### src/rtl/keypad_reader.sv
// 4x4 matrix keypad reader: row scan, full-scan debounce, 8-digit hex edit buffer, MMIO read port.
// Latency: key event on the clock that completes the DB_SCANS-th matching scan; rdata is combinational.
// Backpressure: none; a new enter overwrites data_reg, and a DATA read clears key_ready unless an enter lands the same cycle.
//
// Ports:
//   clk, rst          system clock, asynchronous active-high reset
//   row_out[3:0]      active-low row drive, one row low at a time
//   col_in[3:0]       active-low column sense, already synchronised
//   address, rd_en    CPU IO address and one-cycle read strobe
//   rdata[31:0]       read data, combinational from address
//   key_ready         committed value not yet read
//   digit_cnt[3:0]    digits currently held in the edit buffer (0-8)
module keypad_reader #(
    parameter int          SCAN_DIV  = 50000,
    parameter int          DB_SCANS  = 4,
    parameter logic [31:0] DATA_ADDR = 32'hFFFF_FFF3,
    parameter logic [31:0] STAT_ADDR = 32'hFFFF_FFF1
) (
    input  logic        clk,
    input  logic        rst,
    output logic [3:0]  row_out,
    input  logic [3:0]  col_in,
    input  logic [31:0] address,
    input  logic        rd_en,
    output logic [31:0] rdata,
    output logic        key_ready,
    output logic [3:0]  digit_cnt
);
    localparam int SW = $clog2(SCAN_DIV);
    localparam int CW = $clog2(DB_SCANS + 1);

    typedef enum logic [1:0] {S_IDLE, S_CAND, S_PRESSED} state_t;

    logic [SW-1:0] r_slot;
    logic [1:0]    r_ri;
    logic [1:0]    r_hits;      // keys seen so far this scan, saturating at 2
    logic [3:0]    r_code;      // code of the first key seen this scan
    state_t        r_state;
    state_t        w_state_nxt;
    logic [CW-1:0] r_cnt, w_cnt_nxt;
    logic [CW-1:0] r_rel, w_rel_nxt;
    logic [3:0]    r_cand, w_cand_nxt;
    logic [31:0]   r_edit;
    logic [31:0]   r_data;
    logic [3:0]    r_digits;
    logic          r_ready;

    logic          w_slot_end;
    logic          w_scan_done;
    logic [3:0]    w_low;
    logic [2:0]    w_row_hits;
    logic [1:0]    w_col_idx;
    logic [2:0]    w_sum;
    logic [1:0]    w_tot;
    logic [3:0]    w_code;
    logic          w_none;
    logic          w_one;
    logic          w_key_evt;
    logic [3:0]    w_key_code;
    logic          w_data_rd;

    assign row_out    = ~(4'b0001 << r_ri);
    assign w_slot_end = (r_slot == SW'(SCAN_DIV - 1));
    assign w_scan_done = w_slot_end && (r_ri == 2'd3);

    // Classification of the sample taken this cycle, folded into the running scan totals.
    assign w_low      = ~col_in;
    assign w_row_hits = {2'b00, w_low[0]} + {2'b00, w_low[1]} + {2'b00, w_low[2]} + {2'b00, w_low[3]};

    always_comb begin
        if (w_low[0])      w_col_idx = 2'd0;
        else if (w_low[1]) w_col_idx = 2'd1;
        else if (w_low[2]) w_col_idx = 2'd2;
        else               w_col_idx = 2'd3;
    end

    assign w_sum  = {1'b0, r_hits} + w_row_hits;
    assign w_tot  = (w_sum >= 3'd2) ? 2'd2 : w_sum[1:0];
    // Only meaningful when the scan total is exactly one key.
    assign w_code = (r_hits == 2'd0) ? {r_ri, w_col_idx} : r_code;
    assign w_none = (w_tot == 2'd0);
    assign w_one  = (w_tot == 2'd1);

    always_ff @(posedge clk or posedge rst) begin
        if (rst) begin
            r_slot <= '0;
            r_ri   <= 2'd0;
            r_hits <= 2'd0;
            r_code <= 4'd0;
        end else if (w_slot_end) begin
            r_slot <= '0;
            r_ri   <= r_ri + 2'd1;
            r_hits <= (r_ri == 2'd3) ? 2'd0 : w_tot;
            r_code <= w_code;
        end else begin
            r_slot <= r_slot + SW'(1);
        end
    end

    // Debounce FSM: state register.
    always_ff @(posedge clk or posedge rst) begin
        if (rst) begin
            r_state <= S_IDLE;
            r_cnt   <= '0;
            r_rel   <= '0;
            r_cand  <= 4'd0;
        end else begin
            r_state <= w_state_nxt;
            r_cnt   <= w_cnt_nxt;
            r_rel   <= w_rel_nxt;
            r_cand  <= w_cand_nxt;
        end
    end

    // Debounce FSM: next state, advancing once per completed scan.
    always_comb begin
        w_state_nxt = r_state;
        w_cnt_nxt   = r_cnt;
        w_rel_nxt   = r_rel;
        w_cand_nxt  = r_cand;
        if (w_scan_done) begin
            case (r_state)
                S_IDLE: begin
                    if (w_one) begin
                        w_cand_nxt = w_code;
                        if (DB_SCANS == 1) begin
                            w_state_nxt = S_PRESSED;
                            w_rel_nxt   = '0;
                        end else begin
                            w_state_nxt = S_CAND;
                            w_cnt_nxt   = CW'(1);
                        end
                    end
                end
                S_CAND: begin
                    if (w_one && (w_code == r_cand)) begin
                        if (r_cnt + CW'(1) == CW'(DB_SCANS)) begin
                            w_state_nxt = S_PRESSED;
                            w_rel_nxt   = '0;
                        end else begin
                            w_cnt_nxt = r_cnt + CW'(1);
                        end
                    end else begin
                        w_state_nxt = S_IDLE;
                    end
                end
                S_PRESSED: begin
                    if (w_none) begin
                        if (r_rel + CW'(1) == CW'(DB_SCANS)) w_state_nxt = S_IDLE;
                        else                                 w_rel_nxt   = r_rel + CW'(1);
                    end else begin
                        w_rel_nxt = '0;
                    end
                end
                default: w_state_nxt = S_IDLE;
            endcase
        end
    end

    // Debounce FSM: outputs. The event fires on the transition into PRESSED.
    always_comb begin
        w_key_evt  = 1'b0;
        w_key_code = r_cand;
        if (w_scan_done && w_one) begin
            case (r_state)
                S_IDLE: begin
                    if (DB_SCANS == 1) begin
                        w_key_evt  = 1'b1;
                        w_key_code = w_code;
                    end
                end
                S_CAND: begin
                    if ((w_code == r_cand) && (r_cnt + CW'(1) == CW'(DB_SCANS))) w_key_evt = 1'b1;
                end
                default: w_key_evt = 1'b0;
            endcase
        end
    end

    assign w_data_rd = rd_en && (address == DATA_ADDR);

    always_ff @(posedge clk or posedge rst) begin
        if (rst) begin
            r_edit   <= 32'd0;
            r_data   <= 32'd0;
            r_digits <= 4'd0;
            r_ready  <= 1'b0;
        end else begin
            if (w_data_rd) r_ready <= 1'b0;
            if (w_key_evt) begin
                if (w_key_code <= 4'hD) begin
                    if (r_digits < 4'd8) begin
                        r_edit   <= {r_edit[27:0], w_key_code};
                        r_digits <= r_digits + 4'd1;
                    end
                end else if (w_key_code == 4'hE) begin
                    if (r_digits != 4'd0) begin
                        r_edit   <= r_edit >> 4;
                        r_digits <= r_digits - 4'd1;
                    end
                end else begin
                    // Enter: a commit in the same cycle as a clearing read keeps key_ready set.
                    r_data   <= r_edit;
                    r_ready  <= 1'b1;
                    r_edit   <= 32'd0;
                    r_digits <= 4'd0;
                end
            end
        end
    end

    always_comb begin
        rdata = 32'd0;
        if (address == DATA_ADDR)      rdata = r_data;
        else if (address == STAT_ADDR) rdata = {27'd0, r_digits, r_ready};
    end

    assign key_ready = r_ready;
    assign digit_cnt = r_digits;

endmodule
### config.mk
export PLATFORM = sky130hd
export DESIGN_NAME = keypad_reader
export DESIGN_NICKNAME = d
export VERILOG_FILES = /design/src/rtl/keypad_reader.sv
export SDC_FILE = /design/constraint.sdc
export NUM_CORES = 1
export LEC_CHECK = 0
export ABC_AREA = 1
export ABC_CLOCK_PERIOD_IN_PS = 3700
export BUFFER_PORTS_ARGS = -buffer_cell sky130_fd_sc_hd__buf_4
export CORE_UTILIZATION = 30
export CTS_CLUSTER_DIAMETER = 60
export DETAILED_ROUTE_END_ITERATION = 12
export RECOVER_POWER = 50
export SLEW_MARGIN = 20
export SYNTH_ARGS = -nofsm -noshare
export SYNTH_HDL_FRONTEND = slang
export SYNTH_SLANG_ARGS = --single-unit
export TNS_END_PERCENT = 50
### constraint.sdc
create_clock -name clk -period 3.7 [get_ports clk]
set_clock_uncertainty 0.1 [all_clocks]
set_input_delay 0.37 -clock clk [delete_from_list [all_inputs] [get_ports clk]]
set_output_delay 0.37 -clock clk [all_outputs]
set_load 0.02 [all_outputs]
==> results.json <==
{
  "cts.sinks": 105,
  "status": "finished, violations left",
  "total_leakage_power_nw": 3.61,
  "clock_tree.root_cell": "clkbuf_16",
  "synth.mux.area_fraction_pct": 0,
  "ys_ff_latch": 105,
  "max_stage_delay_ps": 500,
  "vias_per_cell": 4.50,
  "relSlewSlack_pct": -70.4,
  "area_growth_pct": 19.7,
  "rows": 51,
  "dr_total_vias": 5054,
  "synth_top_family_by_area": "simple AND/OR/NAND/NOR gates",
  "grt_antenna_before_repair": 0,
  "cp_cell_sequence": "inv_2, fa_1, inv_1, fa_1, fa_1, or2_2, nor2_2, nand3_2, nor2_2, buf_4, nand4_1, nand2_1, inv_1",
  "core-area_um2": 19400,
  "synth_edf_count": 0,
  "worstSetupPathType": "reg -> reg",
  "cellPowerDensity_nw_per_um2": 331,
  "cts-hold-fix-buffers": 0,
  "fp.dieW_um": 143,
  "fin_tns_setup_ps": 0,
  "path_max_fanout": 27,
  "required_ps": 3840,
  "ys_seq_area_share_pct": 44.3,
  "cts_tree": "done",
  "clk_pin_slew_worst_paths_ps": 70,
  "startpoint_type": "flip-flop",
  "crit_slowest_cell": "fa_1",
  "grt_pass1_wl_um": 22900,
  "post-route-drc-count": 0,
  "htreeDepth": 3,
  "cp_common_cell": "fa_1",
  "setup_viol": 0,
  "grt_overflow": 0,
  "track_usage_pct": 14.1,
  "violations": "capacitance limit, slew limit",
  "worst_setup_path_end_kind": "flip-flop",
  "synth_compound_area_share_pct": 11.7,
  "cts-resized-gates": 0,
  "yosys_most_used_dff": "dfrtp_1",
  "synthTopCellsByArea": "dfrtp_1 (44%), nand2_1 (12%), inv_1 (11%)",
  "fin_crit_sh_pct": 90.8,
  "async_flop_share_pct": 100,
  "drtIter0Drc": 357,
  "synthXorXnorAreaFrac_pct": 1.03,
  "synth_cell_types": 38,
  "worstHoldPathType": "in -> reg",
  "grt_setup_unrepaired": "false",
  "post-cts-setup-buffers": 0,
  "portBuffers": 79,
  "nNetsFinal": 907,
  "worstMarginPinSlew_ps": 2550,
  "drt_first_pass_iters": 5,
  "clkLatencyLatePin_ps": 350,
  "yosys-top-cells-count": "nand2_1 (184), inv_1 (175), dfrtp_1 (105), nor2_1 (61), nand4_1 (40)",
  "num-fill-cells": 2038,
  "cts_buffers": 9,
  "finalHoldViolCount": 0,
  "layout_min_cycle_time_ps": 3360,
  "yosysMostFrequentCell": "nand2_1",
  "drv_slew": 65,
  "clk_path_buf_depth": 2,
  "synth_area_um2": 5930,
  "layout-drive-gt1-share_pct": 15.5,
  "p_total_mw": 2.35,
  "grt_max_degree": 66,
  "peakVddDrop_v": 0.000236,
  "worstPathArrival_ps": 3500,
  "place_inst": 1108,
  "cp_top_family": "adder cells",
  "synth_area_per_cell_um2": 7.56,
  "die_area_um2": 20300,
  "wl_per_cell_um": 11.9,
  "die_y_um": 143,
  "synth_fa_ha_area_share_pct": 3.34,
  "synth_top_area_share_pct": 44.3,
  "syn_inst": 784,
  "gp_congestion": 0.821,
  "grt_pass1_vias": 4724,
  "num_antenna_cells": 0,
  "wl_um": 13400,
  "drtAntennaViolNets": 0,
  "hpwl_um": 9270,
  "start_util_pct": 30.6,
  "final_cells": 1124,
  "critPathBufInv": 4,
  "pin_count": 80,
  "synth_nets": 837,
  "maxCapViolCount": 1,
  "yosysWarnings": 0,
  "synthSimpleGateAreaFrac_pct": 25.2,
  "synth_largest_area_cell": "dfrtp_1",
  "fmax_mhz": 298
}
placed cells by master, fill, tap and decap left out, types with 7 or more instances in the layout:
| cell | n |
|---|---|
| o22ai_1 | 26 |
| inv_1 | 175 |
| nand3_1 | 28 |
| nand2_1 | 184 |
| ha_1 | 11 |
| a21oi_1 | 7 |
| dfrtp_1 | 105 |
| o21ai_0 | 32 |
| nor3_1 | 10 |
| o21ai_1 | 13 |
| nor2_1 | 61 |
| clkbuf_16 | 9 |
| o21ai_2 | 23 |
| buf_4 | 76 |
| nand4_1 | 40 |
| clkbuf_1 | 11 |
cell families after synthesis:
group                    after synthesis
buffers and inverters                209
adder cells (fa/ha/maj)               14
flip-flops                           105
XOR/XNOR                               7
AO/OA/AOI/OAI                        109
AND/OR/NAND/NOR                      340
flip-flops by register name, indices dropped and copies added (netlist names), 3 cells and up:
name,count
r_data,32
r_edit,32
r_slot,16
digit_cnt,4
r_cand,4
r_code,4
r_cnt,3
r_rel,3
where the power goes:
part           leakage (nW)  internal [mW]  switching (mW)  total (mW)
registers              1.29           1.15         0.00158        1.15
logic                  2.16         0.0347          0.0377      0.0725
clock network         0.170          0.672           0.451        1.12
worst reg2reg max path, cell delays in order (launching register included):
cell     delay (ps)
dfrtp_1         360
inv_2            60
fa_1            500
inv_1            50
fa_1            380
fa_1            420
or2_2           330
nor2_2          120
nand3_2          90
nor2_2          210
buf_4           350
nand4_1         150
nand2_1          90
inv_1            40
worst paths after layout:
kind,startpoint,endpoint,slack [ps],cells past startpoint
min in group asynchronous,rst,digit_cnt[1]$_DFFE_PP0P_,810,2
min reg2reg,r_slot[0]$_DFF_PP0_,r_slot[0]$_DFF_PP0_,370,1
max in group asynchronous,rst,r_edit[25]$_DFFE_PP0P_,1210,2
min,rd_en,key_ready$_DFF_PP0_,230,4
max reg2reg,r_hits[0]$_DFFE_PP0N_,r_edit[6]$_DFFE_PP0P_,340,13
max,r_hits[0]$_DFFE_PP0N_,r_edit[6]$_DFFE_PP0P_,340,13
final cells by class:
class / count / area (um2) / area share, %
well taps: 265 / 332 / 4.67
inverters: 178 / 668 / 9.42
flip-flops and latches: 105 / 2630 / 37.0
multi-input cells: 470 / 2440 / 34.4
clock inverters: 6 / 119 / 1.68
clock buffers: 10 / 229 / 3.23
repair buffers: 90 / 676 / 9.53
per-layer routing:
metal	vias to the layer above	track usage [%]	share of wire [%]
met4	0	4.19	1.6
met3	19	2.83	3.6
met2	104	23.4	47
met5	-	0	0
met1	2342	18.4	48
li1	2589	-	-
metrics by stage:
step,worst slack (ps),hold WS [ps],utilization [%],cell area [um2]
2_1_floorplan,425,333,-,5930
3_3_place_gp,303,355,35.0,6790
3_5_place_dp,250,365,35.0,6790
4_1_cts,361,136,36.8,7140
5_1_grt,143,265,36.6,7090
6_report,339,227,36.6,7090
Power figures use the tool's default switching activity.
